===== src/rtl/debug_loader_pkg.sv =====
// Shared types and helpers for the program loader / run controller.
// State encoding doubles as the debug readout value.
package debug_loader_pkg;

  typedef enum logic [1:0] {
    ST_LOAD  = 2'd0,
    ST_EXEC  = 2'd1,
    ST_DRAIN = 2'd2,
    ST_DONE  = 2'd3
  } state_t;

  localparam logic [31:0] DEF_HALT_WORD = 32'hFFFF_FFFF;

  function automatic int bytes_per_word(input int nb_data,
                                        input int nb_byte);
    return nb_data / nb_byte;
  endfunction

endpackage


===== src/rtl/step_edge_sync.sv =====
// Synchronizes the host step request and emits one pulse per rising edge.
// The pulse is valid the cycle after the second sync flop sees the edge.
module step_edge_sync (
  input  logic i_clk,
  input  logic i_rst,
  input  logic i_step,
  output logic o_pulse
);

  logic s1;
  logic s2;
  logic s3;

  always_ff @(posedge i_clk) begin
    if (!i_rst) begin
      s1 <= 1'b0;
      s2 <= 1'b0;
      s3 <= 1'b0;
    end else begin
      s1 <= i_step;
      s2 <= s1;
      s3 <= s2;
    end
  end

  assign o_pulse = s2 & ~s3;

endmodule


===== src/rtl/debug_loader.sv =====
// Loads program words from a byte stream, then runs, drains and
// freezes the MIPS core while counting its enabled cycles.
module debug_loader
  import debug_loader_pkg::*;
#(
  parameter int NB_DATA           = 32,
  parameter int NB_BYTE           = 8,
  parameter int RAM_DEPTH_PROGRAM = 32,
  parameter int NB_PADDR          = $clog2(RAM_DEPTH_PROGRAM),
  parameter logic [NB_DATA-1:0] HALT_WORD = {NB_DATA{1'b1}},
  parameter int DRAIN_CYCLES      = 4,
  parameter int NB_CYCLE          = 32
) (
  input  logic                i_clk,
  input  logic                i_rst,
  input  logic [NB_BYTE-1:0]  i_rx_data,
  input  logic                i_rx_valid,
  input  logic                i_step_mode,
  input  logic                i_step,
  input  logic                i_reload,
  input  logic [NB_DATA-1:0]  i_fetch_word,
  output logic                o_prog_we,
  output logic [NB_PADDR-1:0] o_prog_addr,
  output logic [NB_DATA-1:0]  o_prog_data,
  output logic                o_cpu_rst,
  output logic                o_cpu_enable,
  output logic [NB_CYCLE-1:0] o_cycle_count,
  output logic                o_halted,
  output logic                o_load_overflow,
  output logic [1:0]          o_state
);

  localparam int BPW      = bytes_per_word(NB_DATA, NB_BYTE);
  localparam int NB_BIDX  = $clog2(BPW + 1);
  localparam int NB_DRAIN = $clog2(DRAIN_CYCLES + 1);

  localparam logic [NB_BIDX-1:0]  BIDX_LAST  = NB_BIDX'(BPW - 1);
  localparam logic [NB_DRAIN-1:0] DRAIN_LAST = NB_DRAIN'(DRAIN_CYCLES - 1);
  localparam logic [NB_PADDR-1:0] ADDR_LAST  =
    NB_PADDR'(RAM_DEPTH_PROGRAM - 1);

  state_t              state;
  logic [NB_DATA-1:0]  word;
  logic [NB_DATA-1:0]  assembled;
  logic [NB_BIDX-1:0]  byte_idx;
  logic [NB_PADDR-1:0] addr;
  logic [NB_DRAIN-1:0] drain_cnt;
  logic                step_mode;
  logic                step_pulse;

  step_edge_sync u_step_sync (
    .i_clk   (i_clk),
    .i_rst   (i_rst),
    .i_step  (i_step),
    .o_pulse (step_pulse)
  );

  // First byte ends up in the MSB after BPW shifts.
  assign assembled = {word[NB_DATA-NB_BYTE-1:0], i_rx_data};
  assign o_state   = state;

  always_ff @(posedge i_clk) begin
    if (!i_rst) begin
      state           <= ST_LOAD;
      word            <= '0;
      byte_idx        <= '0;
      addr            <= '0;
      drain_cnt       <= '0;
      step_mode       <= 1'b0;
      o_prog_we       <= 1'b0;
      o_prog_addr     <= '0;
      o_prog_data     <= '0;
      o_cpu_rst       <= 1'b0;
      o_cpu_enable    <= 1'b0;
      o_cycle_count   <= '0;
      o_halted        <= 1'b0;
      o_load_overflow <= 1'b0;
    end else begin
      o_prog_we <= 1'b0;
      unique case (state)
        ST_LOAD: begin
          o_cpu_rst    <= 1'b0;
          o_cpu_enable <= 1'b0;
          if (i_rx_valid) begin
            word <= assembled;
            if (byte_idx == BIDX_LAST) begin
              byte_idx    <= '0;
              o_prog_we   <= 1'b1;
              o_prog_addr <= addr;
              o_prog_data <= assembled;
              if (addr != ADDR_LAST) addr <= addr + 1'b1;
              if (assembled == HALT_WORD) begin
                state     <= ST_EXEC;
                step_mode <= i_step_mode;
              end else if (addr == ADDR_LAST) begin
                state           <= ST_EXEC;
                step_mode       <= i_step_mode;
                o_load_overflow <= 1'b1;
              end
            end else begin
              byte_idx <= byte_idx + 1'b1;
            end
          end
        end
        ST_EXEC, ST_DRAIN: begin
          o_cpu_rst    <= 1'b1;
          o_cpu_enable <= step_mode ? step_pulse : 1'b1;
          if (o_cpu_enable) begin
            if (o_cycle_count != '1)
              o_cycle_count <= o_cycle_count + 1'b1;
            if (state == ST_EXEC) begin
              if (i_fetch_word == HALT_WORD) state <= ST_DRAIN;
            end else if (drain_cnt == DRAIN_LAST) begin
              state        <= ST_DONE;
              o_halted     <= 1'b1;
              o_cpu_enable <= 1'b0;
            end else begin
              drain_cnt <= drain_cnt + 1'b1;
            end
          end
        end
        ST_DONE: begin
          o_cpu_enable <= 1'b0;
          o_halted     <= 1'b1;
          if (i_reload) begin
            state           <= ST_LOAD;
            word            <= '0;
            byte_idx        <= '0;
            addr            <= '0;
            drain_cnt       <= '0;
            o_cycle_count   <= '0;
            o_halted        <= 1'b0;
            o_load_overflow <= 1'b0;
            o_cpu_rst       <= 1'b0;
          end
        end
        default: state <= ST_LOAD;
      endcase
    end
  end

endmodule

===== config.mk =====
export PLATFORM = sky130hd
export DESIGN_NAME = debug_loader
export DESIGN_NICKNAME = d
export VERILOG_FILES = /design/src/rtl/debug_loader_pkg.sv /design/src/rtl/step_edge_sync.sv /design/src/rtl/debug_loader.sv
export SDC_FILE = /design/constraint.sdc
export NUM_CORES = 1
export LEC_CHECK = 0
export ABC_CLOCK_PERIOD_IN_PS = 2600
export CAP_MARGIN = 20
export CORE_ASPECT_RATIO = 2
export CORE_UTILIZATION = 45
export DETAILED_ROUTE_END_ITERATION = 8
export HOLD_SLACK_MARGIN = 0.02
export PLACE_DENSITY = 0.81
export REMOVE_ABC_BUFFERS = 1
export SETUP_SLACK_MARGIN = 0.3
export SLEW_MARGIN = 20
export SYNTH_ARGS = -nofsm -noshare
export SYNTH_HDL_FRONTEND = slang
export SYNTH_SLANG_ARGS = --single-unit

===== constraint.sdc =====
create_clock -name i_clk -period 2.6 [get_ports i_clk]
set_clock_uncertainty 0.05 [all_clocks]
set_input_delay 0.26 -clock i_clk [delete_from_list [all_inputs] [get_ports i_clk]]
set_output_delay 0.26 -clock i_clk [all_outputs]
set_load 0.05 [all_outputs]

==> impl_metrics.tcl <==
set metrics [dict create \
    cts_tree "yes" \
    die_area_um2 12300 \
    setup_viol 0 \
    crit_slowest_cell "or4_4" \
    syn-cell-area_um2 5330 \
    required_ns 2.90 \
    wl_met1_mm 6.09 \
    vias_per_cell 5.93 \
    fin_total_pwr_w 0.00457 \
    p_switching_w 0.000934 \
    synth_seq_cells 115 \
    area_delta_synth_final_pct 42.5 \
    fmaxAchievable_ghz 0.443 \
    hpwl_mm 11.7 \
    crit_fanout 27 \
    rsz0062_at_grt "true" \
    ys_warn_count 0 \
    drc 0 \
    crit_family "simple AND/OR/NAND/NOR gates" \
    n_antenna_cell 0 \
    critPathKind "reg2reg" \
    worst_pin_slew_ns 0.677 \
    cp.arrival_ns 2.55 \
    grt_util_all_layers_pct 27.5 \
    final_nets 837 \
    initial_core_util_pct 46.7 \
    yosysTopAreaCell "dfxtp_1" \
    power_frac_seq_pct 39.4 \
    crit_path_end_kind "flip-flop" \
    switching_share_pct 20.5 \
    dr_wl_met2_mm 9.08 \
    max_stage_delay_ns 0.48 \
    final_common_cell "clkdlybuf4s50_1" \
    synth_top_cell_area_share_pct 43.2 \
    worst-path-buf-inv 2 \
    antenna_left 0 \
    syn_inst 656 \
    core_um2 11400 \
    grt_pass1_wl_mm 26.4 \
    clkTransAtPathRegs_ns 0.05 \
    min_period_over_period_pct 86.7 \
    synth_flop_cell "dfxtp_1" \
    cts_root_buffer "clkbuf_16" \
    clockPowerShare_pct 56.5 \
    die_h_um 156 \
    wl_per_cell_um 17.8 \
    synth_area_leaders "dfxtp_1 43%, a21oi_1 9.9%, nand2_1 6.5%" \
    grt_max_degree 54 \
    critical_path.startpoint_type "flip-flop" \
    relSlewSlack_pct 54.6 \
    antenna_found_initial 0 \
    ioPinCount 122 \
    finalSetupTns_ns 0 \
    rrSetupSlack_ns 0.34 \
    drv_cap 0 \
    cts_max_level 4 \
    wirelength_mm 16.7 \
    p_int_w 0.00363 \
    crit_start "o_state[0]" \
    drt_iter0_drc 312 \
    synth_edf_count 0 \
    ir_drop_v 0.000555 \
    avgSynthCellArea_um2 8.13 \
    power_density_nw_per_um2 601 \
    synth.distinct_cells 56 \
    reg2reg_from "o_state[0]" \
    cts.sink_count 115 \
    status "finished, final reports clean" \
    grt_pass1_vias 5399 \
    wl_met3_um 716 \
    p_leak_nw 2.50 \
    gr-total-overflow 0 \
    final_cell_mix "121 x clkdlybuf4s50_1, 108 x dfxtp_1, 101 x a21oi_1" \
    yosysSeqAreaShare_pct 43.2 \
    numCtsBuffers 17 \
    vias 5560 \
    die_w_um 79.0 \
    clockBufferDepth 2 \
    worstHoldStart "step_mode" \
    cp_cell_sequence "ha_2, buf_8, nor2b_2, a2111o_1, buf_6, or4_4, a21oi_2" \
    io_buffers 121 \
    finalHoldViolations 0 \
    drt_first_pass_iters 5 \
    num_rows 55 \
    async_reset_ff_share_pct 0 \
    hold_path.class "reg2reg" \
    routabilityCongestion 0.973 \
    pwr-share-comb_pct 4.1 \
    slew_violations 0 \
    highest_layer "met4" \
    drive_gt1_share_pct 14.0 \
    clk-insertion-delay-late_ns 0.41 \
    min_period_ns 2.26 \
]
[final timing paths]
| path | to | depth (start not counted) |
|---|---|---|
| max | addr[3] | 7 |
| min | o_cpu_enable | 1 |
| max reg2reg | addr[3] | 7 |
| min reg2reg | o_cpu_enable | 1 |
[power by group through the flow]
stage | Sequential (W) | Clock [W] | Combinational, W
3_5_place_dp | 0.00184 | 0 | 0.000183
6_report | 0.00180 | 0.00258 | 0.000188
5_1_grt | 0.00180 | 0.00269 | 0.000202
3_3_place_gp | 0.00184 | 0 | 0.000178
2_1_floorplan | 0.00184 | 0 | 0.0000661
4_1_cts | 0.00180 | 0.00260 | 0.000187
[cell type report]
class	count	area [µm²]
fillers	967	3830
multi-input cells	480	2890
flip-flops and latches	115	2320
repair buffers	157	1510
clock buffers	20	457
clock inverters	12	203
well taps	142	178
inverters	11	41.3
[cell families after synthesis]
group                    share of synthesized area (%)
flip-flops                                        43.2
AO/OA/AOI/OAI                                     19.5
AND/OR/NAND/NOR                                   29.6
buffers and inverters                             4.90
adder cells (fa/ha/maj)                           2.11
multiplexers                                     0.563
XOR/XNOR                                         0.164
[cells in the mapped netlist (7+ instances only)]
cell and count:
o21ai_0 13, o31ai_1 20, dfxtp_1 115, clkbuf_1 37, nor3b_1 27, ha_1 9
nand3_1 16, or4_1 16, a31oi_1 9, inv_1 10, a21oi_1 105, nor2_1 48
nand2_1 92, nand4_1 26, nor4_1 9, or3_1 8, nor3_1 7
[what timing repair did]
action,4_1_cts,5_1_grt
hold buffers,0,0
pin swaps,3,7
setup buffers,2,4
gates resized for setup,24,23
endpoints found under the setup margin,36,45
[metal layers]
metal | GRT usage [%] | vias up
met5 | 0 | -
met4 | 18.4 | 0
met2 | 49.1 | 225
li1 | - | 2645
met3 | 4.91 | 62
met1 | 28.5 | 2628
[sequential cells by signal, summed over array words and instances, names as in the netlist]
signal and count:
o_state 2, o_halted 1, drain_cnt 3, o_prog_data 32, word 24, addr 5, o_load_overflow 1, u_step_sync.s2 1
o_cycle_count 32, o_prog_we 1, o_cpu_enable 1, u_step_sync.s3 1, byte_idx 3, step_mode 1, o_prog_addr 5, u_step_sync.s1 1
o_cpu_rst 1
[metrics by stage]
stage / cell area, µm² / hold slack (ns) / util, % / cells / setup slack [ns]
after global routing: 7590 / 0.395 / 66.5 / 937 / 0.283
after CTS: 7490 / 0.375 / 65.6 / 933 / 0.301
after detailed placement: 6740 / 0.368 / 59.0 / 899 / -0.0217
after floorplan: 5110 / 0.325 / - / 606 / -1.48
final: 7590 / 0.372 / 66.5 / 937 / 0.345
after global placement: 6740 / 0.361 / 59.0 / 899 / 0.104
Power figures use the tool's default switching activity.
